<file path="config.mk">
export PLATFORM = sky130hd
export DESIGN_NAME = spis_wb
export DESIGN_NICKNAME = d
export VERILOG_FILES = /design/src/rtl/spis_wb.sv
export SDC_FILE = /design/constraint.sdc
export NUM_CORES = 1
export LEC_CHECK = 0
export ABC_CLOCK_PERIOD_IN_PS = 1700
export BUFFER_PORTS_ARGS = -buffer_cell sky130_fd_sc_hd__buf_2
export CORE_AREA = 5 5 77 93
export CTS_CLUSTER_SIZE = 10
export DETAILED_ROUTE_END_ITERATION = 10
export DIE_AREA = 0 0 82 98
export GPL_ROUTABILITY_DRIVEN = 0
export HOLD_SLACK_MARGIN = 0.12
export PLACE_DENSITY = 0.74
export SLEW_MARGIN = 0
export SYNTH_ARGS = -nofsm -noshare
export SYNTH_HDL_FRONTEND = slang
export SYNTH_SLANG_ARGS = --single-unit
</file>
<file path="constraint.sdc">
create_clock -name wb_clk_i -period 1.7 [get_ports wb_clk_i]
set_clock_uncertainty 0.05 [all_clocks]
set_input_delay 0.085 -clock wb_clk_i [delete_from_list [all_inputs] [get_ports wb_clk_i]]
set_output_delay 0.085 -clock wb_clk_i [all_outputs]
set_load 0.005 [all_outputs]
</file>
<file path="src/rtl/spis_wb.sv">
// SPI target (mode 0, MSB first) with a Wishbone register port.
// Define SPIS_RXFIFO_EN for a 4-entry RX FIFO instead of one holding register.
module spis_wb (
  input  logic        wb_clk_i,
  input  logic        wb_rst_i,
  input  logic [31:0] wb_adr_i,
  input  logic [31:0] wb_dat_i,
  output logic [31:0] wb_dat_o,
  input  logic        wb_we_i,
  input  logic [3:0]  wb_sel_i,
  input  logic        wb_stb_i,
  input  logic        wb_cyc_i,
  output logic        wb_ack_o,
  input  logic        spi_ss,
  input  logic        spi_sck,
  input  logic        spi_mosi,
  output logic        spi_miso,
  output logic        spi_miso_oe,
  output logic        irq
);

  // [0] sync1, [1] sync2, [2] history
  logic [2:0]  ss_q, sck_q, mosi_q;
  logic        ack_q;
  logic [31:0] dat_q;
  logic [2:0]  bit_cnt_q;
  logic        byte_done_q;
  logic [7:0]  rx_shift_q;
  logic [7:0]  tx_shift_q, tx_shift_d;
  logic [7:0]  tx_data_q, tx_data_d;
  logic        tx_full_q, tx_full_d;
  logic        txu_q, txu_d;
  logic        ovr_q, ovr_d;

  logic        sel, ss_fall, ss_rise, sck_rise, sck_fall;
  logic        acc, rd, wr, pop, push, push_ok;
  logic        data_wr, stat_wr, tx_load;
  logic        rx_valid, rx_full;
  logic [7:0]  rx_head, rx_byte;
  logic [1:0]  adr;
  logic [31:0] rdata;
  logic        unused_ok;

  assign unused_ok = ^{wb_sel_i, wb_adr_i[31:4],
                       wb_adr_i[1:0], wb_dat_i[31:8]};

  assign sel      = ~ss_q[1];
  assign ss_fall  = ss_q[2] & ~ss_q[1];
  assign ss_rise  = ~ss_q[2] & ss_q[1];
  assign sck_rise = sel & sck_q[1] & ~sck_q[2];
  assign sck_fall = sel & ~sck_q[1] & sck_q[2];
  assign rx_byte  = {rx_shift_q[6:0], mosi_q[1]};

  assign adr     = wb_adr_i[3:2];
  assign acc     = wb_cyc_i & wb_stb_i & ~ack_q;
  assign rd      = acc & ~wb_we_i;
  assign wr      = acc & wb_we_i;
  assign pop     = rd & (adr == 2'd0) & rx_valid;
  assign data_wr = wr & (adr == 2'd0);
  assign stat_wr = wr & (adr == 2'd1);
  assign push    = sck_rise & (bit_cnt_q == 3'd7);
  assign push_ok = push & (~rx_full | pop);
  assign tx_load = ss_fall | (sck_fall & byte_done_q);

  always_comb begin
    rdata = 32'h0;
    case (adr)
      2'd0:    rdata = {24'h0, rx_valid ? rx_head : 8'h00};
      2'd1:    rdata = {27'h0, txu_q, sel, tx_full_q,
                        ovr_q, rx_valid};
      default: rdata = 32'h0;
    endcase
  end

  always_comb begin
    tx_shift_d = tx_shift_q;
    tx_data_d  = tx_data_q;
    tx_full_d  = tx_full_q;
    txu_d      = txu_q & ~(stat_wr & wb_dat_i[4]);
    ovr_d      = ovr_q & ~(stat_wr & wb_dat_i[1]);
    if (push & rx_full & ~pop) ovr_d = 1'b1;
    if (tx_load) begin
      tx_shift_d = tx_full_q ? tx_data_q : 8'hFF;
      txu_d      = txu_d | ~tx_full_q;
      tx_full_d  = 1'b0;
    end else if (sck_fall) begin
      tx_shift_d = {tx_shift_q[6:0], 1'b1};
    end
    // a CPU write beats a same-cycle consume
    if (data_wr) begin
      tx_data_d = wb_dat_i[7:0];
      tx_full_d = 1'b1;
    end
  end

  always_ff @(posedge wb_clk_i or posedge wb_rst_i) begin
    if (wb_rst_i) begin
      ss_q        <= 3'b111;
      sck_q       <= 3'b000;
      mosi_q      <= 3'b000;
      ack_q       <= 1'b0;
      dat_q       <= 32'h0;
      bit_cnt_q   <= 3'd0;
      byte_done_q <= 1'b0;
      rx_shift_q  <= 8'h00;
      tx_shift_q  <= 8'hFF;
      tx_data_q   <= 8'h00;
      tx_full_q   <= 1'b0;
      txu_q       <= 1'b0;
      ovr_q       <= 1'b0;
    end else begin
      ss_q       <= {ss_q[1:0], spi_ss};
      sck_q      <= {sck_q[1:0], spi_sck};
      mosi_q     <= {mosi_q[1:0], spi_mosi};
      ack_q      <= acc;
      dat_q      <= rd ? rdata : 32'h0;
      tx_shift_q <= tx_shift_d;
      tx_data_q  <= tx_data_d;
      tx_full_q  <= tx_full_d;
      txu_q      <= txu_d;
      ovr_q      <= ovr_d;
      if (ss_fall | ss_rise) begin
        bit_cnt_q   <= 3'd0;
        byte_done_q <= 1'b0;
      end else if (sck_rise) begin
        rx_shift_q <= rx_byte;
        bit_cnt_q  <= bit_cnt_q + 3'd1;
        if (bit_cnt_q == 3'd7) byte_done_q <= 1'b1;
      end else if (sck_fall) begin
        byte_done_q <= 1'b0;
      end
    end
  end

`ifdef SPIS_RXFIFO_EN
  logic [7:0] mem_q [4];
  logic [1:0] wp_q, rp_q;
  logic [2:0] cnt_q;

  assign rx_valid = (cnt_q != 3'd0);
  assign rx_full  = cnt_q[2];
  assign rx_head  = mem_q[rp_q];

  always_ff @(posedge wb_clk_i or posedge wb_rst_i) begin
    if (wb_rst_i) begin
      wp_q  <= 2'd0;
      rp_q  <= 2'd0;
      cnt_q <= 3'd0;
    end else begin
      if (push_ok) wp_q <= wp_q + 2'd1;
      if (pop) rp_q <= rp_q + 2'd1;
      cnt_q <= cnt_q + {2'b0, push_ok} - {2'b0, pop};
    end
  end

  always_ff @(posedge wb_clk_i) begin
    if (push_ok) mem_q[wp_q] <= rx_byte;
  end
`else
  logic [7:0] rx_q;
  logic       rv_q;

  assign rx_valid = rv_q;
  assign rx_full  = rv_q;
  assign rx_head  = rx_q;

  always_ff @(posedge wb_clk_i or posedge wb_rst_i) begin
    if (wb_rst_i) begin
      rx_q <= 8'h00;
      rv_q <= 1'b0;
    end else if (push_ok) begin
      rx_q <= rx_byte;
      rv_q <= 1'b1;
    end else if (pop) begin
      rv_q <= 1'b0;
    end
  end
`endif

  assign wb_ack_o    = ack_q;
  assign wb_dat_o    = dat_q;
  assign spi_miso    = tx_shift_q[7];
  assign spi_miso_oe = sel;
  assign irq         = rx_valid | ovr_q;

endmodule
</file>
* After elaboration in Yosys (flattened, before gate mapping) *
Index checks and enable logic that the tools add are counted.

storage, ports and cells
  logic and storage cells = 85
  bits in writable memories = 0
  output and inout bits = 36
  memories = 0
  latch bits = 0
  register bits after elaboration = 80
  bits of input ports = 76
  ROM bits = 0

operators by class
  reductions and logical operators = 8
  shift operators = 0
  muxes and demuxes = 18
  order comparisons = 0
  equal/unequal tests = 3
  $mul = 0
  $add $sub $neg = 1
  bitwise gates (word level) = 40
  div/mod/pow operators = 0

operators with widths
  kind                 count
  $mux 32              1
  $mux 8               4
  $and 1x1->1          23
  $pmux 8 s2           1
  $not 1->1            12
  $mux 1               10
  $reduce_bool 2->1    4
  $mux 3               2
  $or 1x1->1           5
  $reduce_and 2->1     2
  $add 3x1->3 const B  1
  $eq 3x3->1 const B   1
  $ne 3x1->1 const B   1
  $reduce_bool 3->1    1
  $eq 2x1->1 const B   1
  $logic_not 2->1      1

* Depth between registers and ports, before layout *
  depth in word-level cells = 9
  mapped depth = 7
  depth with buffers taken out = 6

* Worst setup path before layout *
Ideal clock, no wire load.

  kind = flip-flop to flip-flop
  start = register ss_q[1]
  end = register tx_shift_q[1]
  buffers on the path = 1
  clock period less this slack = 1.703 ns
  stages on the path, launching flop included = 8
  slack = -0.003 ns
  data required time = 1.571 ns
  arrival time = 1.575 ns
  library setup time = 0.079 ns
  path through = dfstp_2 > inv_2 > ha_1 > or2_2 > clkbuf_1 > nand3b_1 > o21ai_0 > o21ai_0

on the way
  word-level cells in the longest chain between the ends = 6
  elaborated cells on any way between the ends = 8
  those cells by class = mux (1); bitwise (6); reduce/logical (1)

ends and longest elaborated chain
  item                                                line  text
  start: declaration                                  23    logic [2:0] ss_q, sck_q, mosi_q;
  start signal: assignment                            112   ss_q <= {ss_q[1:0], spi_ss};
  $not 1->1 *                                         47    assign sel = ~ss_q[1];
  net spi_miso_oe                                     18    output logic spi_miso_oe,
  $and 1x1->1 (2 in a row)                            51    assign sck_fall = sel & ~sck_q[1] & sck_q[2];
  $and 1x1->1                                         63    assign tx_load = ss_fall | (sck_fall & byte_done_q);
  $or 1x1->1                                          63
  $mux 8 / $reduce_bool 2->1 (equally long branches)  --
  end signal: assignment                              117   tx_shift_q <= tx_shift_d;
  end: declaration                                    29    logic [7:0] tx_shift_q, tx_shift_d;

The timed path passes the listed nets; every way through them passes the cells marked *.
A chain may end at the register's enable or synchronous reset.

* Worst setup path in the final report *
  start = input wb_adr_i[2]
  end = register rx_q[1] (netlist: rx_head[1])

on the way
  word-level cells in the longest chain between the ends = 5

ends and longest elaborated chain
  item                      line  text
  start: declaration        6     input logic [31:0] wb_adr_i,
  $logic_not 2->1           58    assign pop = rd & (adr == 2'd0) & rx_valid;
  $and 1x1->1 (2 in a row)  58
  $or 1x1->1                62    assign push_ok = push & (~rx_full | pop);
  $and 1x1->1               62
  end signal: assignment    172   rx_q <= rx_byte;
  end: declaration          160   logic [7:0] rx_q;

Every way passes these cells.

==> metrics.txt <==
status=completed; synth top area cells=dfrtp_1 (45%), dfstp_2 (12%), buf_4 (7.2%), mux2_2 (5.9%), mux2_4 (4.8%); final setup margin=around 52 ps; max-slew violation count=0; wire per inst=between 10 and 15 µm; Die Width=slightly above 80 µm; critical path class=primary input to flop; minimum clock period after layout=between 1500 and 2000 ps; Synth Warn #=0; register area share after synthesis=56.7%; Clock Pin Slew Worst Setup and Hold Paths=approximately 100 ps; CTS sink count=56; Core Footprint=6250 µm²; final setup fails=0; Die Ht=slightly below 100 µm; startpoint types=primary input; Final Hold Viols=0; Yosys top cell area share=between 40% and 50%; Pre-Repair DR Iteration Count=4; CTS Buf Count=5; worst-skew pair later-pin latency=approximately 310 ps; Post-synth ARST share=100%; post-DP HPWL=roughly 3.1 mm; Netlist Area Pre-Place=2490 µm²; f_max=0.607 GHz; non-filler cells, final=350; Buf/Inv on CP=2; GRT Total Usage=between 10 and 15%; Std-Cell Rows=32; RSZ-0062 raised after global routing=true; Port Buf Inserts=29; Worst EP required=around 1800 ps; Vias/cell=around 4.5; slowest stage cell, crit path=dlygate4sd3_1; Yosys top cell by area=dfrtp_1; Hold Path Class=primary input to asynchronous set/reset pin; Diodes inserted=0; CP Capture Type=flop; worst vdd ir=0.515 mV; # DRC=0; CP max FO=8; first-pass GRT wire length=approximately 7.2 mm; initial antenna violation count=0; Yosys cell types=33; Leakage=1.49 nW; reg2reg start=ss_q[1]$_DFF_PP1_; pre-CTS setup slack=34.2 ps; share of cells above drive strength 1=33.2%; critical path's top delay family=buffers and inverters; Worst setup startpoint=wb_adr_i[2]; vias=between 1500 and 2000; max cap viols=0; die area=approximately 8000 µm²; GRT Residual Overflow=0; Detailed Route Iter0 Violations=64; Placed Cells=about 330; EDFF count, synth=0; max incr delay on CP=roughly 530 ps; Cell Chain, Critical Path=dlygate4sd3_1 > buf_2 > o41ai_4 > nand3_4 > mux2_4; Layout area overhead=21.8%; TritonCTS clock tree=done; Final Cycle Share=a little over nine tenths; I/O Pins=112; WL final=about 4.2 mm; Power Density=~980 nW/µm²; post-synthesis register bit count=56; H-tree depth=2; Fin Hold WS=280 ps; Antenna Nets Post-Route=0; CTS Root Cell=clkbuf_8; WP data arrival=about 1800 ps; Sum Neg Setup Slack=0 ps; syn_area_per_cell=roughly 12 µm²; vias in the first global route=between 1500 and 2000; initial core utilization=39.9%; Clock Path Buffers=2; Synth Instances=between 200 and 250; largest net degree at the start of global routing=26; top_reg_cell synth=dfrtp_1; Layout Nets=approximately 340
-- power breakdown --
part           total (W)  switching, W  internal (W)
clock network   0.000999      0.000410      0.000589
logic           0.000381      0.000168      0.000213
registers        0.00161     0.0000918       0.00152
-- final timing paths --
path,to,slack [ps],cells past startpoint
max in group asynchronous,ss_q[2]$_DFF_PP1_,760,4
worst min-delay path,rx_shift_q[2]$_DFFE_PP0P_,280,3
worst max register to register,rx_shift_q[4]$_DFFE_PP0P_,80,5
worst min register to register,sck_q[1]$_DFF_PP0_,310,0
worst max-delay path,rx_head[1]$_DFFE_PP0P_,50,5
min in group wb_clk_i,sck_q[1]$_DFF_PP0_,310,0
-- routing by layer --
metal / wire length [µm] / up-vias / GRT usage, %
li1: - / 762 / -
met1: 1770 / 762 / 13.4
met2: 2180 / 41 / 19.2
met3: 215 / 6 / 3.97
met4: 64 / 0 / 4.48
met5: 0 / - / 0
-- metrics by stage --
step	util (%)	instance area, µm²	total power [W]
floorplan	-	2580	0.00189
global placement	43.6	2730	0.00197
detailed placement	43.6	2730	0.00199
CTS	48.5	3030	0.00302
global route	48.6	3040	0.00314
finish	48.6	3040	0.00299
-- tightest hold or removal path: cells and delay by family --
kind,cells,cell delay (ps)
buffers and inverters,3,990
-- cell usage in the layout, fill, tap and decap left out, drive strengths merged, types with 5 or more instances in the layout --
cell type / synthesis / layout
buf: 27 / 41
clkbuf: 4 / 6
dfrtp: 45 / 45
nand2: 17 / 17
dlygate4sd3: 0 / 17
mux2: 23 / 23
o21ai: 20 / 20
nand3b: 8 / 8
dfstp: 11 / 11
conb: 1 / 24
a21oi: 5 / 5
nor2: 13 / 13
-- state kept, by name, summed over array words and instances, names as in the netlist --
| name | count |
|---|---|
| bit_cnt_q | 3 |
| byte_done_q | 1 |
| mosi_q | 2 |
| ovr_q | 1 |
| rv_q | 1 |
| rx_head | 8 |
| rx_shift_q | 7 |
| sck_q | 3 |
| ss_q | 3 |
| tx_data_q | 8 |
| tx_full_q | 1 |
| tx_shift_q | 8 |
| txu_q | 1 |
| wb_ack_o | 1 |
| wb_dat_o | 8 |
-- cell type report --
type | instances | area (µm²)
fill | 574 | 3210
tap | 85 | 106
timing repair buffer | 58 | 420
multi-input combinational | 139 | 948
inverter | 4 | 15.0
sequential | 56 | 1420
clock buffer | 6 | 72.6
clock inverter | 2 | 60.1
-- cell usage after synthesis (all sizes together), types with 4 or more instances --
cell type,count
inv,4
clkbuf,4
nor2,13
a21oi,5
dfrtp,45
nand2,17
nand3b,8
mux2,23
nor3b,4
dfstp,11
o21ai,20
buf,27
-- cells by family after synthesis --
family / synth area share [%]
buffers and inverters: 9.28
muxes: 12.4
AOI/OAI and AO/OA: 6.42
and+or+nand+nor: 13.1
DFF: 56.7
other: 0.150
adders and majority gates: 1.51
xor gates and xnor gates: 0.351
-- timing repair --
item	4_1_cts	5_1_grt
buffers inserted	0	0
hold buffers	17	0
endpoints found under the hold margin	53	0
setup endpoints to repair	0	21
resized for setup	0	2
Note: power is estimated with default switching activity, not from simulation.
